[src/rtl/riscboy_dispctrl_rx_if.sv]
// Receive-side word stream: FIFO head word with its DC tag, valid/ready pop, occupancy.
// The receiver drives the master side; the consumer holds the slave side and drives rx_ready.
interface riscboy_dispctrl_rx_if #(
    parameter int W_LEVEL = 3
);
    logic [15:0]        rx_data;
    logic               rx_dc;
    logic               rx_valid;
    logic               rx_ready;
    logic [W_LEVEL-1:0] rx_level;

    modport master (
        output rx_data,
        output rx_dc,
        output rx_valid,
        output rx_level,
        input  rx_ready
    );

    modport slave (
        input  rx_data,
        input  rx_dc,
        input  rx_valid,
        input  rx_level,
        output rx_ready
    );
endinterface

[src/rtl/riscboy_dispctrl_rx.sv]
// Display-link receiver: 2FF-syncs SCK/CSn/DC/DAT, assembles 8/16-bit words, queues {word, dc}.
// Push lands 2 clk_sys after the final SCK rise is first sampled; a full FIFO with no pop drops the word.
module riscboy_dispctrl_rx #(
    parameter int FIFO_DEPTH = 4,
    parameter int W_LEVEL    = $clog2(FIFO_DEPTH + 1)
) (
    input  logic                         clk_sys,
    input  logic                         rst_sys,
    input  logic                         lcd_sck,
    input  logic                         lcd_csn,
    input  logic                         lcd_dc,
    input  logic [7:0]                   lcd_dat,
    input  logic                         cfg_octal,
    input  logic                         cfg_16bit,
    riscboy_dispctrl_rx_if.master        rx,
    output logic                         busy,
    output logic                         err_overflow,
    output logic                         err_frame,
    input  logic                         err_clr
);
    localparam int PTR_W = $clog2(FIFO_DEPTH);
    localparam logic [W_LEVEL-1:0] DEPTH_L = W_LEVEL'(FIFO_DEPTH);

    typedef enum logic {IDLE, ACTIVE} state_e;

    logic             sck_s1_q, sck_s2_q, sck_d_q;
    logic             csn_s1_q, csn_s2_q;
    logic             dc_s1_q, dc_s2_q;
    logic [7:0]       dat_s1_q, dat_s2_q;

    state_e           state_q, state_d;
    logic [1:0]       mode_q, mode_d;      // {octal, 16bit}
    logic [3:0]       beat_q, beat_d;
    logic [15:0]      shreg_q, shreg_d;
    logic             err_overflow_q, err_frame_q;

    logic [16:0]      mem_q [FIFO_DEPTH];
    logic [PTR_W-1:0] wr_ptr_q, rd_ptr_q;
    logic [W_LEVEL-1:0] level_q, level_d;

    logic             rise;
    logic [15:0]      shifted;
    logic [15:0]      word;
    logic [3:0]       last_beat;
    logic             push, frame_set;
    logic             pop, full, push_ok;

    assign rise = sck_s2_q && !sck_d_q;

    always_comb begin
        case (mode_q)
            2'b00:   last_beat = 4'd7;
            2'b01:   last_beat = 4'd15;
            2'b10:   last_beat = 4'd0;
            default: last_beat = 4'd1;
        endcase
    end

    assign shifted = mode_q[1] ? {shreg_q[7:0], dat_s2_q} : {shreg_q[14:0], dat_s2_q[0]};
    assign word    = mode_q[0] ? shifted : {8'h00, shifted[7:0]};

    always_comb begin
        state_d   = state_q;
        mode_d    = mode_q;
        beat_d    = beat_q;
        shreg_d   = shreg_q;
        push      = 1'b0;
        frame_set = 1'b0;
        case (state_q)
            IDLE: begin
                if (!csn_s2_q) begin
                    state_d = ACTIVE;
                    mode_d  = {cfg_octal, cfg_16bit};
                    beat_d  = 4'd0;
                end
            end
            ACTIVE: begin
                // Deselect wins over a coincident SCK rise; any held beats are a broken frame.
                if (csn_s2_q) begin
                    state_d   = IDLE;
                    frame_set = (beat_q != 4'd0);
                    beat_d    = 4'd0;
                end else if (rise) begin
                    shreg_d = shifted;
                    if (beat_q == last_beat) begin
                        push   = 1'b1;
                        beat_d = 4'd0;
                    end else begin
                        beat_d = beat_q + 4'd1;
                    end
                end
            end
            default: state_d = IDLE;
        endcase
    end

    // A full FIFO still accepts a push when the head is popped on the same edge.
    assign pop     = (level_q != '0) && rx.rx_ready;
    assign full    = (level_q == DEPTH_L);
    assign push_ok = push && (!full || pop);

    always_comb begin
        level_d = level_q;
        if (push_ok && !pop)
            level_d = level_q + 1'b1;
        else if (!push_ok && pop)
            level_d = level_q - 1'b1;
    end

    always_ff @(posedge clk_sys) begin
        if (rst_sys) begin
            sck_s1_q       <= 1'b0;
            sck_s2_q       <= 1'b0;
            sck_d_q        <= 1'b0;
            csn_s1_q       <= 1'b1;
            csn_s2_q       <= 1'b1;
            dc_s1_q        <= 1'b0;
            dc_s2_q        <= 1'b0;
            dat_s1_q       <= 8'h00;
            dat_s2_q       <= 8'h00;
            state_q        <= IDLE;
            mode_q         <= 2'b00;
            beat_q         <= 4'd0;
            shreg_q        <= 16'h0000;
            err_overflow_q <= 1'b0;
            err_frame_q    <= 1'b0;
            wr_ptr_q       <= '0;
            rd_ptr_q       <= '0;
            level_q        <= '0;
            for (int i = 0; i < FIFO_DEPTH; i++)
                mem_q[i] <= 17'h0;
        end else begin
            sck_s1_q <= lcd_sck;
            sck_s2_q <= sck_s1_q;
            sck_d_q  <= sck_s2_q;
            csn_s1_q <= lcd_csn;
            csn_s2_q <= csn_s1_q;
            dc_s1_q  <= lcd_dc;
            dc_s2_q  <= dc_s1_q;
            dat_s1_q <= lcd_dat;
            dat_s2_q <= dat_s1_q;
            state_q  <= state_d;
            mode_q   <= mode_d;
            beat_q   <= beat_d;
            shreg_q  <= shreg_d;
            level_q  <= level_d;
            if (push_ok) begin
                mem_q[wr_ptr_q] <= {word, dc_s2_q};
                wr_ptr_q        <= wr_ptr_q + 1'b1;
            end
            if (pop)
                rd_ptr_q <= rd_ptr_q + 1'b1;
            // Set beats clear when both land on the same edge.
            if (push && !push_ok)
                err_overflow_q <= 1'b1;
            else if (err_clr)
                err_overflow_q <= 1'b0;
            if (frame_set)
                err_frame_q <= 1'b1;
            else if (err_clr)
                err_frame_q <= 1'b0;
        end
    end

    assign rx.rx_data    = mem_q[rd_ptr_q][16:1];
    assign rx.rx_dc      = mem_q[rd_ptr_q][0];
    assign rx.rx_valid   = (level_q != '0);
    assign rx.rx_level   = level_q;
    assign busy          = !csn_s2_q || (beat_q != 4'd0);
    assign err_overflow  = err_overflow_q;
    assign err_frame     = err_frame_q;
endmodule

[src/flat_wrapper.sv]
// flat-port wrapper written by rule: the top's interface ports become plain ports
module riscboy_dispctrl_rx_flat 
#(
    parameter int FIFO_DEPTH = 4,
    parameter int W_LEVEL    = $clog2(FIFO_DEPTH + 1)
)
  (clk_sys, rst_sys, lcd_sck, lcd_csn, lcd_dc, lcd_dat, cfg_octal, cfg_16bit, busy, err_overflow, err_frame, err_clr, rx_rx_data, rx_rx_dc, rx_rx_valid, rx_rx_level, rx_rx_ready);
  riscboy_dispctrl_rx_if #(.W_LEVEL(W_LEVEL)) rx_i ();
  input  logic clk_sys;
  input  logic rst_sys;
  input  logic lcd_sck;
  input  logic lcd_csn;
  input  logic lcd_dc;
  input  logic [7:0] lcd_dat;
  input  logic cfg_octal;
  input  logic cfg_16bit;
  output logic busy;
  output logic err_overflow;
  output logic err_frame;
  input  logic err_clr;
  output wire logic [$bits(rx_i.rx_data)-1:0] rx_rx_data;
  output wire logic [$bits(rx_i.rx_dc)-1:0] rx_rx_dc;
  output wire logic [$bits(rx_i.rx_valid)-1:0] rx_rx_valid;
  output wire logic [$bits(rx_i.rx_level)-1:0] rx_rx_level;
  input wire logic [$bits(rx_i.rx_ready)-1:0] rx_rx_ready;
  assign rx_rx_data = rx_i.rx_data;
  assign rx_rx_dc = rx_i.rx_dc;
  assign rx_rx_valid = rx_i.rx_valid;
  assign rx_rx_level = rx_i.rx_level;
  assign rx_i.rx_ready = rx_rx_ready;
  riscboy_dispctrl_rx #(.FIFO_DEPTH(FIFO_DEPTH), .W_LEVEL(W_LEVEL)) u_core (.clk_sys(clk_sys), .rst_sys(rst_sys), .lcd_sck(lcd_sck), .lcd_csn(lcd_csn), .lcd_dc(lcd_dc), .lcd_dat(lcd_dat), .cfg_octal(cfg_octal), .cfg_16bit(cfg_16bit), .rx(rx_i), .busy(busy), .err_overflow(err_overflow), .err_frame(err_frame), .err_clr(err_clr));
endmodule
[config.mk]
export PLATFORM = sky130hd
export DESIGN_NAME = riscboy_dispctrl_rx_flat
export DESIGN_NICKNAME = d
export VERILOG_FILES = /design/src/rtl/riscboy_dispctrl_rx_if.sv /design/src/rtl/riscboy_dispctrl_rx.sv /design/src/flat_wrapper.sv
export SDC_FILE = /design/constraint.sdc
export NUM_CORES = 1
export LEC_CHECK = 0
export BUFFER_PORTS_ARGS = -buffer_cell sky130_fd_sc_hd__buf_2
export CAP_MARGIN = 20
export CORE_UTILIZATION = 40
export CTS_CLUSTER_DIAMETER = 40
export DETAILED_ROUTE_END_ITERATION = 8
export REMOVE_ABC_BUFFERS = 1
export SYNTH_ARGS = -nofsm -noshare
export SYNTH_HDL_FRONTEND = slang
export SYNTH_SLANG_ARGS = --single-unit
export TNS_END_PERCENT = 30
[constraint.sdc]
create_clock -name clk_sys -period 4.9 [get_ports clk_sys]
set_input_delay 0.98 -clock clk_sys [delete_from_list [all_inputs] [get_ports clk_sys]]
set_output_delay 0.98 -clock clk_sys [all_outputs]
set_load 0.05 [all_outputs]
==> qor.yml <==
num_rows: 41
cpPeakStageDelay_ns: 0.92
finalNonFillerCells: 627
core_um2: 12600
period_minus_slack_ns: 3.44
crit_type: "flop to flop"
fmax_ghz: 0.291
netlist_instances: 410
first_iter_violations: 183
rsz0062_at_grt: "false"
postSynthAreaPerCell_um2: 12.5
num_antenna_cells: 0
synth_top_family_by_area: "simple AND/OR/NAND/NOR gates"
yosys_most_used_dff: "edfxtp_1"
yosys.area.top_type: "edfxtp_1"
antenna_found_initial: 0
end_kind: "flop"
synth-simple-area-share: 0.164
fill_cells: 1139
die_h_um: 115
drt-vias-per-instance: 5.03
finalSetupTns_ns: 0
groute.usage.overall: 0.160
maxSlewViolCount: 0
synth_area_leaders: "edfxtp_1, dfxtp_1, mux4_2"
synth_xor_area_frac: 0.00681
layout-area-overhead-vs-synth_pct: 17.1
synthMuxAreaShare: 0.110
yosysMostFrequentCell: "edfxtp_1"
setup_viol: 0
firstDrtPassIters: 4
clk_pin_slew_ns: 0.05
post_cts_buffers: 0
ff2ff_path_depth: 9
io_pins: 41
ctsLongestPathBuffers: 2
die_x_um: 115
fin_skew_ns: 0.00727
p_leak_nw: 2.11
path_cells: "nor4b_4 > o211ai_1 > a211oi_2 > ha_1 > inv_1 > fa_1 > xor2_1 > or3_1 > a21oi_1"
syn-cell-area_um2: 5140
ys_ff_latch: 124
critical_path_depth: 9
cts_resized: 0
crit_arrival_ns: 3.78
place.gp.congestion: 0.735
synth_edf_count: 68
wl_per_cell_um: 15.5
htreeDepth: 4
cp.required_ns: 5.24
synth_compound_area_frac: 0.0596
grt_max_degree: 41
crit_buf_inv: 1
root_buffer: "clkbuf_16"
grt_overflow: 0
start_util: 0.409
nets: 463
finalHoldViolCount: 0
max_cap_viol_count: 0
cp_slowest_cell: "dfxtp_1"
hold_buffers: 0
cts_tree: "done"
hp-class: "flop to flop"
dp.cells: 595
synth_cell_types: 44
start_kind: "flop"
worst_pin_slew_ns: 0.916
clock_latency_ns: 0.42
synthAdderAreaFrac: 0.0112
peakVddDrop_uv: 171
clock-sinks: 124
synth_top_area_share: 0.397
worstPathMaxFanout: 19
grt_pass1_vias: 2982
hpwl_um: 5950
drt_wl_total_um: 9750
vias: 3156
grt_pass1_wl_um: 15200
drive_gt1_frac: 0.226
cts_inserted_buffers: 17
cp_top_family: "flip-flops"
timing.final.crit_share: 0.702
max_slew_margin: 0.389
postRouteAntennaNets: 0
seq_area_frac_synth: 0.615
drc: 0
ys_async_sr_fraction: 0
ys_top_cells_by_count: "edfxtp_1, dfxtp_1, nor3_1"
io_buffers: 40
outcome: "finished, final reports clean"
hold_path_depth: 1
ys_warn_count: 0
die_area_um2: 13300
power.density_nw_per_um2: 482
report_power, final:
group          switching (mW)  internal (mW)
registers              0.0350           1.14
clock network           0.446          0.747
logic                   0.359          0.174
total                   0.841           2.07
layer usage:
layer,part of all wire,wire (um),GRT usage
met5,0,0,0
met2,0.48,4640,0.248
met1,0.45,4390,0.201
met4,0.013,126,0.0779
met3,0.060,584,0.0539
per-stage QoR:
stage / hold WS, ns / power [mW] / worst slack [ns] / area (um2) / util
after floorplan: 0.389 / 1.62 / 1.52 / 5010 / -
after global placement: 0.396 / 1.74 / 1.60 / 5450 / 0.434
after detailed placement: 0.410 / 1.74 / 1.50 / 5450 / 0.434
after CTS: 0.423 / 2.95 / 1.47 / 6030 / 0.480
after global routing: 0.439 / 3.02 / 1.22 / 6030 / 0.480
final: 0.416 / 2.91 / 1.46 / 6030 / 0.480
final timing paths:
kind                                 start                                 end  slack, ns
min             u_core.csn_s1_q$_SDFF_PP1_          u_core.csn_s2_q$_SDFF_PP1_       0.42
max          u_core.mode_q[1]$_SDFFE_PP0P_  u_core.rx.rx_level[2]$_SDFFE_PP0P_       1.46
min reg2reg     u_core.csn_s1_q$_SDFF_PP1_          u_core.csn_s2_q$_SDFF_PP1_       0.42
max reg2reg  u_core.mode_q[1]$_SDFFE_PP0P_  u_core.rx.rx_level[2]$_SDFFE_PP0P_       1.46
state kept, by name (all words and copies together), names as in the netlist, 2 cells and up, named ones only:
name and cells:
u_core.dat_s1_q 8, u_core.dat_s2_q 8, u_core.rx.rx_level 3, u_core.mem_q 68, u_core.wr_ptr_q 2, u_core.mode_q 2, u_core.shreg_q 15, u_core.beat_q 4
u_core.rd_ptr_q 2
layout by cell type (no fill, tap or decap), types with 5 or more instances in the layout:
master,synthesis,routed
edfxtp_1,68,68
dfxtp_1,56,56
nor3_1,51,51
nor2_1,44,44
buf_2,10,40
nor2b_1,27,27
mux4_2,17,17
clkbuf_16,0,17
mux2i_1,15,15
a211oi_1,15,15
nand2_1,11,11
inv_1,10,10
nand3_1,8,8
a21oi_1,8,8
clkinv_2,0,5
kinds of logic (layout without fill, tap and decap cells):
| group | count (synthesis) | count (layout) |
|---|---|---|
| buffers and inverters | 40 | 85 |
| AND/OR/NAND/NOR | 162 | 162 |
| XOR/XNOR | 4 | 4 |
| flip-flops | 124 | 124 |
| adder cells (fa/ha/maj) | 4 | 4 |
| multiplexers | 35 | 35 |
| AO/OA/AOI/OAI | 41 | 41 |
layout make-up:
class,instances,area (um2),area share
inverter,10,37.5,0.00623
clock buffer,18,429,0.0712
clock inverter,14,145,0.0241
multi-input combinational,246,1810,0.301
timing repair buffer,43,223,0.0370
sequential,124,3160,0.525
tap,172,215,0.0357
Note: power is estimated with default switching activity, not from simulation.
